`config.mk`:
```
export PLATFORM = sky130hd
export DESIGN_NAME = if0_pc_gen
export DESIGN_NICKNAME = d
export VERILOG_FILES = /design/src/rtl/if0_pc_gen_pkg.sv /design/src/rtl/if0_next_pc_sel.sv /design/src/rtl/if0_pc_gen_chk.sv /design/src/rtl/if0_pc_gen.sv
export SDC_FILE = /design/constraint.sdc
export NUM_CORES = 1
export LEC_CHECK = 0
export ABC_AREA = 1
export CAP_MARGIN = 20
export CELL_PAD_IN_SITES_DETAIL_PLACEMENT = 0
export CELL_PAD_IN_SITES_GLOBAL_PLACEMENT = 2
export CORE_MARGIN = 10
export CORE_UTILIZATION = 23
export CTS_CLUSTER_SIZE = 30
export DETAILED_ROUTE_END_ITERATION = 8
export GPL_TIMING_DRIVEN = 0
export PLACE_DENSITY = 0.92
export SYNTH_ARGS = -nofsm -noshare
export SYNTH_HDL_FRONTEND = slang
export SYNTH_SLANG_ARGS = --single-unit
```
`constraint.sdc`:
```
create_clock -name clk -period 4.1 [get_ports clk]
set_input_delay 0.82 -clock clk [delete_from_list [all_inputs] [get_ports clk]]
set_output_delay 0.82 -clock clk [all_outputs]
set_load 0.03 [all_outputs]
```
`src/rtl/if0_pc_gen_pkg.sv`:
```
// Shared types, constants and helpers for the IF0 fetch-PC generator.
package if0_pc_gen_pkg;

    typedef enum logic [1:0] {
        ST_BOOT = 2'd0,
        ST_RUN  = 2'd1,
        ST_IDLE = 2'd2
    } pc_state_e;

    localparam int unsigned FETCH_BYTES      = 8;
    localparam int unsigned FETCH_ALIGN_LSB  = $clog2(FETCH_BYTES);
    localparam logic [31:0] RESET_PC_DEFAULT = 32'h1c00_0000;

    // Start of the next fetch packet; unaligned PCs are realigned, top of memory wraps to 0.
    function automatic logic [31:0] seq_next_pc(input logic [31:0] pc);
        logic [31-FETCH_ALIGN_LSB:0] blk;
        blk = pc[31:FETCH_ALIGN_LSB] + (32-FETCH_ALIGN_LSB)'(1);
        return {blk, {FETCH_ALIGN_LSB{1'b0}}};
    endfunction

    // Saturating 32-bit increment for event counters.
    function automatic logic [31:0] sat_inc32(input logic [31:0] v);
        logic [31:0] r;
        if (v == 32'hFFFF_FFFF) begin
            r = v;
        end else begin
            r = v + 32'd1;
        end
        return r;
    endfunction

endpackage

```
`src/rtl/if0_next_pc_sel.sv`:
```
// Combinational next-fetch-PC priority mux: CSR > EX > idle > BTB > sequential.
module if0_next_pc_sel
    import if0_pc_gen_pkg::*;
(
    input  pc_state_e   state,
    input  logic [31:0] pc,
    input  logic        boot_done,
    input  logic        if0_allowin,
    input  logic [31:0] pred_pc,
    input  logic        pred_taken,
    input  logic        ex_redirect,
    input  logic [31:0] ex_target,
    input  logic        csr_redirect,
    input  logic [31:0] csr_target,
    input  logic        idle_req,
    input  logic        wake,
    output logic [31:0] next_pc,
    output logic        flush_if,
    output pc_state_e   state_next,
    output logic        pred_used
);

    // Select next PC, flush and state hint according to current state and redirect priority.
    always_comb begin
        next_pc    = pc;
        flush_if   = 1'b0;
        state_next = state;
        pred_used  = 1'b0;
        case (state)
            ST_BOOT: begin
                // Fetch is not live yet: a CSR target may be preloaded, EX is ignored.
                if (csr_redirect) begin
                    next_pc = csr_target;
                end else begin
                    next_pc = pc;
                end
                if (boot_done) begin
                    state_next = ST_RUN;
                end else begin
                    state_next = ST_BOOT;
                end
            end
            ST_RUN: begin
                if (csr_redirect) begin
                    next_pc  = csr_target;
                    flush_if = 1'b1;
                end else if (ex_redirect) begin
                    next_pc  = ex_target;
                    flush_if = 1'b1;
                end else if (idle_req) begin
                    next_pc    = seq_next_pc(pc);
                    flush_if   = 1'b1;
                    state_next = ST_IDLE;
                end else if (if0_allowin) begin
                    if (pred_taken) begin
                        next_pc   = pred_pc;
                        pred_used = 1'b1;
                    end else begin
                        next_pc = seq_next_pc(pc);
                    end
                end else begin
                    next_pc = pc;
                end
            end
            ST_IDLE: begin
                if (csr_redirect) begin
                    next_pc    = csr_target;
                    flush_if   = 1'b1;
                    state_next = ST_RUN;
                end else if (wake) begin
                    next_pc    = pc;
                    state_next = ST_RUN;
                end else begin
                    next_pc    = pc;
                    state_next = ST_IDLE;
                end
            end
            default: begin
                // Unreachable encoding: fall back to a clean boot sequence.
                next_pc    = pc;
                state_next = ST_BOOT;
            end
        endcase
    end

endmodule

```
`src/rtl/if0_pc_gen_chk.sv`:
```
// Protocol checker for the fetch-PC generator: EX must not redirect while fetch is idle.
module if0_pc_gen_chk
    import if0_pc_gen_pkg::*;
(
    input logic      clk,
    input logic      rst,
    input pc_state_e state,
    input logic      ex_redirect
);

    // An EX mispredict cannot exist while the pipeline is drained in IDLE.
    a_no_ex_in_idle: assert property (@(posedge clk) disable iff (rst)
        !((state == ST_IDLE) && ex_redirect));

endmodule

```
`src/rtl/if0_pc_gen.sv`:
```
// Fetch-PC generator ahead of IF0: owns the fetch PC, boot/run/idle FSM.
// Optional macro PC_GEN_PERF_EN adds saturating fetch/redirect/prediction counters.
module if0_pc_gen
    import if0_pc_gen_pkg::*;
#(
    parameter logic [31:0] RESET_PC    = RESET_PC_DEFAULT,
    parameter int unsigned BOOT_CYCLES = 2
)(
    input  logic        clk,
    input  logic        rst,
    input  logic        if0_allowin,
    output logic [31:0] fetch_pc,
    output logic        fetch_valid,
    output logic        fetch_adef,
    output logic        flush_if,
    input  logic [31:0] pred_pc,
    input  logic        pred_taken,
    input  logic        ex_redirect,
    input  logic [31:0] ex_target,
    input  logic        csr_redirect,
    input  logic [31:0] csr_target,
    input  logic        idle_req,
    input  logic        wake
`ifdef PC_GEN_PERF_EN
    ,
    output logic [31:0] perf_fetch_cnt,
    output logic [31:0] perf_redirect_cnt,
    output logic [31:0] perf_pred_cnt
`endif
);

    localparam logic [3:0] BOOT_LAST = 4'(BOOT_CYCLES - 1);

    logic [31:0] pc_q, pc_d;
    pc_state_e   state_q, state_d;
    logic [3:0]  boot_cnt_q, boot_cnt_d;

    logic [31:0] next_pc_s;
    logic        flush_if_s;
    pc_state_e   state_next_s;
    logic        pred_used_s;
    logic        boot_done_s;

    assign boot_done_s = (boot_cnt_q == BOOT_LAST);

    if0_next_pc_sel u_sel (
        .state        (state_q),
        .pc           (pc_q),
        .boot_done    (boot_done_s),
        .if0_allowin  (if0_allowin),
        .pred_pc      (pred_pc),
        .pred_taken   (pred_taken),
        .ex_redirect  (ex_redirect),
        .ex_target    (ex_target),
        .csr_redirect (csr_redirect),
        .csr_target   (csr_target),
        .idle_req     (idle_req),
        .wake         (wake),
        .next_pc      (next_pc_s),
        .flush_if     (flush_if_s),
        .state_next   (state_next_s),
        .pred_used    (pred_used_s)
    );

    if0_pc_gen_chk u_chk (
        .clk         (clk),
        .rst         (rst),
        .state       (state_q),
        .ex_redirect (ex_redirect)
    );

    // Next values for PC, FSM state and boot counter.
    always_comb begin
        pc_d    = next_pc_s;
        state_d = state_next_s;
        if ((state_q == ST_BOOT) && !boot_done_s) begin
            boot_cnt_d = boot_cnt_q + 4'd1;
        end else begin
            boot_cnt_d = boot_cnt_q;
        end
    end

    // PC register, FSM state and boot counter.
    always_ff @(posedge clk or posedge rst) begin
        if (rst) begin
            pc_q       <= RESET_PC;
            state_q    <= ST_BOOT;
            boot_cnt_q <= 4'd0;
        end else begin
            pc_q       <= pc_d;
            state_q    <= state_d;
            boot_cnt_q <= boot_cnt_d;
        end
    end

    assign fetch_pc    = pc_q;
    assign fetch_valid = (state_q == ST_RUN);
    assign fetch_adef  = (state_q == ST_RUN) && (pc_q[1:0] != 2'b00);
    assign flush_if    = flush_if_s;

`ifdef PC_GEN_PERF_EN
    logic [31:0] perf_fetch_q, perf_fetch_d;
    logic [31:0] perf_redirect_q, perf_redirect_d;
    logic [31:0] perf_pred_q, perf_pred_d;

    // Saturating event counts for accepted fetches, redirects and used predictions.
    always_comb begin
        if (fetch_valid && if0_allowin) begin
            perf_fetch_d = sat_inc32(perf_fetch_q);
        end else begin
            perf_fetch_d = perf_fetch_q;
        end
        if (flush_if_s) begin
            perf_redirect_d = sat_inc32(perf_redirect_q);
        end else begin
            perf_redirect_d = perf_redirect_q;
        end
        if (pred_used_s) begin
            perf_pred_d = sat_inc32(perf_pred_q);
        end else begin
            perf_pred_d = perf_pred_q;
        end
    end

    // Performance counter registers.
    always_ff @(posedge clk or posedge rst) begin
        if (rst) begin
            perf_fetch_q    <= 32'd0;
            perf_redirect_q <= 32'd0;
            perf_pred_q     <= 32'd0;
        end else begin
            perf_fetch_q    <= perf_fetch_d;
            perf_redirect_q <= perf_redirect_d;
            perf_pred_q     <= perf_pred_d;
        end
    end

    assign perf_fetch_cnt    = perf_fetch_q;
    assign perf_redirect_cnt = perf_redirect_q;
    assign perf_pred_cnt     = perf_pred_q;
`else
    logic unused_pred_used_s;
    assign unused_pred_used_s = pred_used_s;
`endif

endmodule
```
# ---- Yosys cells after proc, flatten, opt, wreduce, memory -nomap -nowiden
# Cells that the tools add are included.
dict set report totals {
  register_bits 38
  latchBits 0
  mem_bits_rw 0
  romBits 0
  input_bits 104
  output_inout_bits 35
  elab_cells 41
  mem_count 0
}
dict set report op_classes {
  n_addsub 2
  mul 0
  div_mod_pow 0
  order_cmp 0
  eq_ne 8
  shift 0
  mux 19
  bitwise 0
  reduce_logical 9
}
# op count
set ops {}
lappend ops {{$mux 32} 6}
lappend ops {{$pmux 32 s2} 1}
lappend ops {{$add 29x1->29 const B} 1}
lappend ops {{$mux 2} 5}
lappend ops {{$pmux 2 s3} 1}
lappend ops {{$reduce_and 3->1} 2}
lappend ops {{$mux 1} 5}
lappend ops {{$ne 5x2->1 const B} 1}
lappend ops {{$add 4x1->4 const B} 1}
lappend ops {{$eq 4x1->1 const B} 1}
lappend ops {{$ne 2x1->1 const B} 2}
lappend ops {{$ne 2x2->1 const B} 2}
lappend ops {{$reduce_bool 2->1} 2}
lappend ops {{$eq 2x1->1 const B} 1}
lappend ops {{$eq 2x2->1 const B} 1}
lappend ops {{$logic_and 1x1->1} 2}
lappend ops {{$logic_not 2->1} 1}
lappend ops {{$pmux 1 s2} 1}
lappend ops {{$reduce_or 2->1} 1}
lappend ops {{$logic_not 1->1} 1}

# ---- Longest topological paths before layout
dict set report logic_depth {
  word_depth 7
  depth_mapped 12
  depth_no_buf 12
}

# ---- By module
# A second synthesis with hierarchy kept.
dict set report hier_totals {
  hier_cells 769
  hier_area_um2 4334.2
}
# mod instances cells_each area_each_um2 seq_area_each_um2
set by_module_without_submodules {}
lappend by_module_without_submodules {if0_next_pc_sel 1 699 3218.1 0.0}
lappend by_module_without_submodules {if0_pc_gen 1 70 1116.1 954.7}

# ---- Least setup slack after synthesis
# OpenSTA, ideal clock, no wires.
dict set report synth_timing {
  path_kind {input to output}
  startpoint {input port idle_req}
  endpoint {output port flush_if}
  t_arrival_ps 1669
  path_slack_ps 1611
  cell_stages 4
  n_path_buf 0
  cell_sequence {inv_1 -> nand2_1 -> nand2_1 -> a21boi_0}
}
dict set report synth_between {
  elab_chain_cells 4
}
# element line
set synth_lines {}
lappend synth_lines {{start: declaration} if0_pc_gen.sv:22} ;# input logic idle_req,
lappend synth_lines {{$mux 1} if0_next_pc_sel.sv:50} ;# end else if (idle_req) begin
lappend synth_lines {{$mux 1} if0_next_pc_sel.sv:47} ;# end else if (ex_redirect) begin
lappend synth_lines {{$mux 1} if0_next_pc_sel.sv:44} ;# if (csr_redirect) begin
lappend synth_lines {{$pmux 1 s2} if0_next_pc_sel.sv:29} ;# case (state)
lappend synth_lines {{end: declaration} if0_pc_gen.sv:15} ;# output logic flush_if,
# No other way between the ends.

# ---- Worst setup path after layout
dict set report layout_timing {
  startpoint {input port csr_redirect}
  endpoint {output port flush_if}
}
dict set report layout_between {
  elab_chain_cells 2
}
# element line
set layout_lines {}
lappend layout_lines {{start: declaration} if0_pc_gen.sv:20} ;# input logic csr_redirect,
lappend layout_lines {{$mux 1, on equally long branches} {if0_next_pc_sel.sv:66, if0_next_pc_sel.sv:44}}
lappend layout_lines {{$pmux 1 s2 (*)} if0_next_pc_sel.sv:29}
# Every way passes the cells marked *; elsewhere a longest branch is shown, timed or not.

==> flow_metrics.tcl <==
set metrics [dict create \
    cts_setup_buffers 0 \
    use_met2 0.2562 \
    timing.fmax_mhz 303.1 \
    synth-seq-area-share 0.2759 \
    hold_class "register to register" \
    grt-busiest-layer "met2" \
    crit_required_ns 3.28 \
    place.gp.congestion 0.8785 \
    tightest_slew_ns 0.6626 \
    fp.dieArea_um2 20350 \
    ant_nets 0 \
    setup_viol 0 \
    hold_viol 0 \
    p_per_area_nw_per_um2 637.3 \
    ys_warn_count 0 \
    dr.pass1.iters 4 \
    arrival_ns 2.48 \
    rsz0062_at_grt "no" \
    crit_buf_inv 2 \
    clk_latency_ns 0.30 \
    max_cap_violations 0 \
    post_drt_wl_per_cell_um 17.08 \
    netlist.area_leader.share 0.2532 \
    dp_hpwl_um 12640 \
    drc 0 \
    yosysTopAreaCell "dfrtp_1" \
    finalSetupTns_ns 0 \
    numCtsBuffers 5 \
    ctsLongestPathBuffers 2 \
    path_delay_family "buffers and inverters" \
    min_period_ns 3.299 \
    ys.flop_type "dfrtp_1" \
    max_slew_margin 0.5583 \
    antenna_found_initial 0 \
    path_cells "clkdlybuf4s50_1 -> nor2_2 -> nand2_1 -> nand2_1 -> a21boi_0 -> clkdlybuf4s50_1" \
    synth_nets 705 \
    synth-edff-count 0 \
    ys_types 32 \
    placeableCoreArea_um2 14640 \
    slowest_delay_ns 0.71 \
    htree_levels 2 \
    synth_common_cells "nand2_1, nor2_1, inv_1" \
    outcome "completed" \
    power.leakage_uw 0.002324 \
    finalCritPeriodShare 0.8046 \
    grt_overflow_total 0 \
    cts_resized 0 \
    met1_usage 0.1840 \
    nets 851 \
    io_pins 139 \
    critPathLaunchType "input pin" \
    via_count 4249 \
    grt_pass1_vias 4407 \
    worstSetupPathType "input pin to output pin" \
    postSynthAreaPerCell_um2 5.824 \
    die_w_um 142.6 \
    cp-end-kind "output pin" \
    nFillCells 1627 \
    netlist_area_um2 3460 \
    hold_buffers 0 \
    start_util 0.2362 \
    cts_root_buf "clkbuf_16" \
    cts_sinks 38 \
    finalClockSkew_ns 0.006940 \
    synthToLayoutAreaGrowth_pct 51.54 \
    grt_pass1_wl_um 24020 \
    drt-total-wl_um 15800 \
    synth_seq_cells 38 \
    routed_via_density 4.594 \
    diodes 0 \
    cts_tree "built" \
    path_clk_slew_ns 0.06 \
    holdWs_ns 0.4659 \
    grt_max_degree 38 \
    synthCells 594 \
    synthTopCellsByArea "dfrtp_1, nand2_1, nor2_1" \
    final_layout_size_suffix_gt1_frac 0.05398 \
    ir_worst_vdd_v 0.0003057 \
    dieHeight_um 142.6 \
    async_reset_ff_frac 1.000 \
    yosysMostFrequentCell "nand2_1" \
    path_max_fanout 5 \
    io_buffers 138 \
    grt.total_usage 0.1523 \
    drt_first_iter_violations 226 \
    rows 44 \
    use_met3 0.04312 \
    maxSlewViolCount 0 \
    slowest_stage "clkdlybuf4s50_1" \
]
-- final timing paths --
kind | end | startpoint | slack [ns] | cells after the start
setup / recovery | flush_if | csr_redirect | 0.80 | 6
hold / removal | boot_cnt_q[3] | boot_cnt_q[3] | 0.47 | 1
setup reg to reg | fetch_pc[30] | state_q[0] | 1.99 | 9
hold reg to reg | boot_cnt_q[3] | boot_cnt_q[3] | 0.47 | 1
max in group asynchronous | fetch_pc[27] | rst | 2.94 | 3
min in group asynchronous | boot_cnt_q[1] | rst | 0.69 | 2
-- stage by stage --
step	util	worst slack [ns]	area [um^2]	instances	total power, uW
floorplan	-	1.611	3460	594	2060
global placement	0.3463	0.8421	5071	916	2916
detailed placement	0.3477	0.8262	5091	917	2937
CTS	0.3580	0.8060	5243	925	3372
global route	0.3580	0.6622	5243	925	3617
finish	0.3580	0.8011	5243	925	3341
-- sequential cells by signal, summed over array words and instances (netlist names) --
name	count
fetch_pc	32
boot_cnt_q	4
state_q	2
-- report_power, final --
group,switching [uW],internal (uW)
Sequential,286,562
Combinational,1260,813
Clock,176,241
-- metal layers --
layer | vias to the layer above | part of all wire
met2 | 118 | 0.48
met3 | 12 | 0.071
met1 | 1946 | 0.44
li1 | 2173 | -
met4 | 0 | 0.013
met5 | - | 0
-- cell type report --
class	instances	area, um^2	share of cell area
Multi-Input combinational cell	479	2152	0.4105
Timing Repair Buffer	139	1401	0.2673
Sequential cell	38	954.7	0.1821
Tap cell	184	230.2	0.04391
Inverter	53	198.9	0.03795
Buffer	24	153.9	0.02936
Clock buffer	6	138.9	0.02649
Clock inverter	2	12.51	0.002387
-- worst register-to-register path: stages (launching register included) --
cell	delay (ns)
dfrtp_1	0.40
inv_1	0.11
ha_1	0.25
nor3_1	0.36
inv_2	0.19
clkbuf_1	0.29
a21oi_1	0.23
nand2_1	0.07
nand2_1	0.05
nand2_1	0.05
-- cells in the final DEF, fill, tap and decap left out, types with 4 or more instances in the layout --
master	count
nand2_1	205
clkdlybuf4s50_1	138
nor2_1	113
inv_1	49
a21oi_1	49
dfrtp_1	35
o21ai_0	33
nand3_1	31
clkbuf_1	10
o211ai_1	9
ha_1	7
buf_2	5
nand3b_1	5
clkbuf_16	5
inv_2	4
buf_6	4
xor2_1	4
-- logic make-up after synthesis --
logic type,count (synthesis),share of synthesized area
xor+xnor,4,0.01013
simple gates,371,0.4351
fa+ha+maj,7,0.02532
buf+inv,77,0.1020
compound gates,97,0.1515
flops,38,0.2760
(Power assumes the default switching activity.)
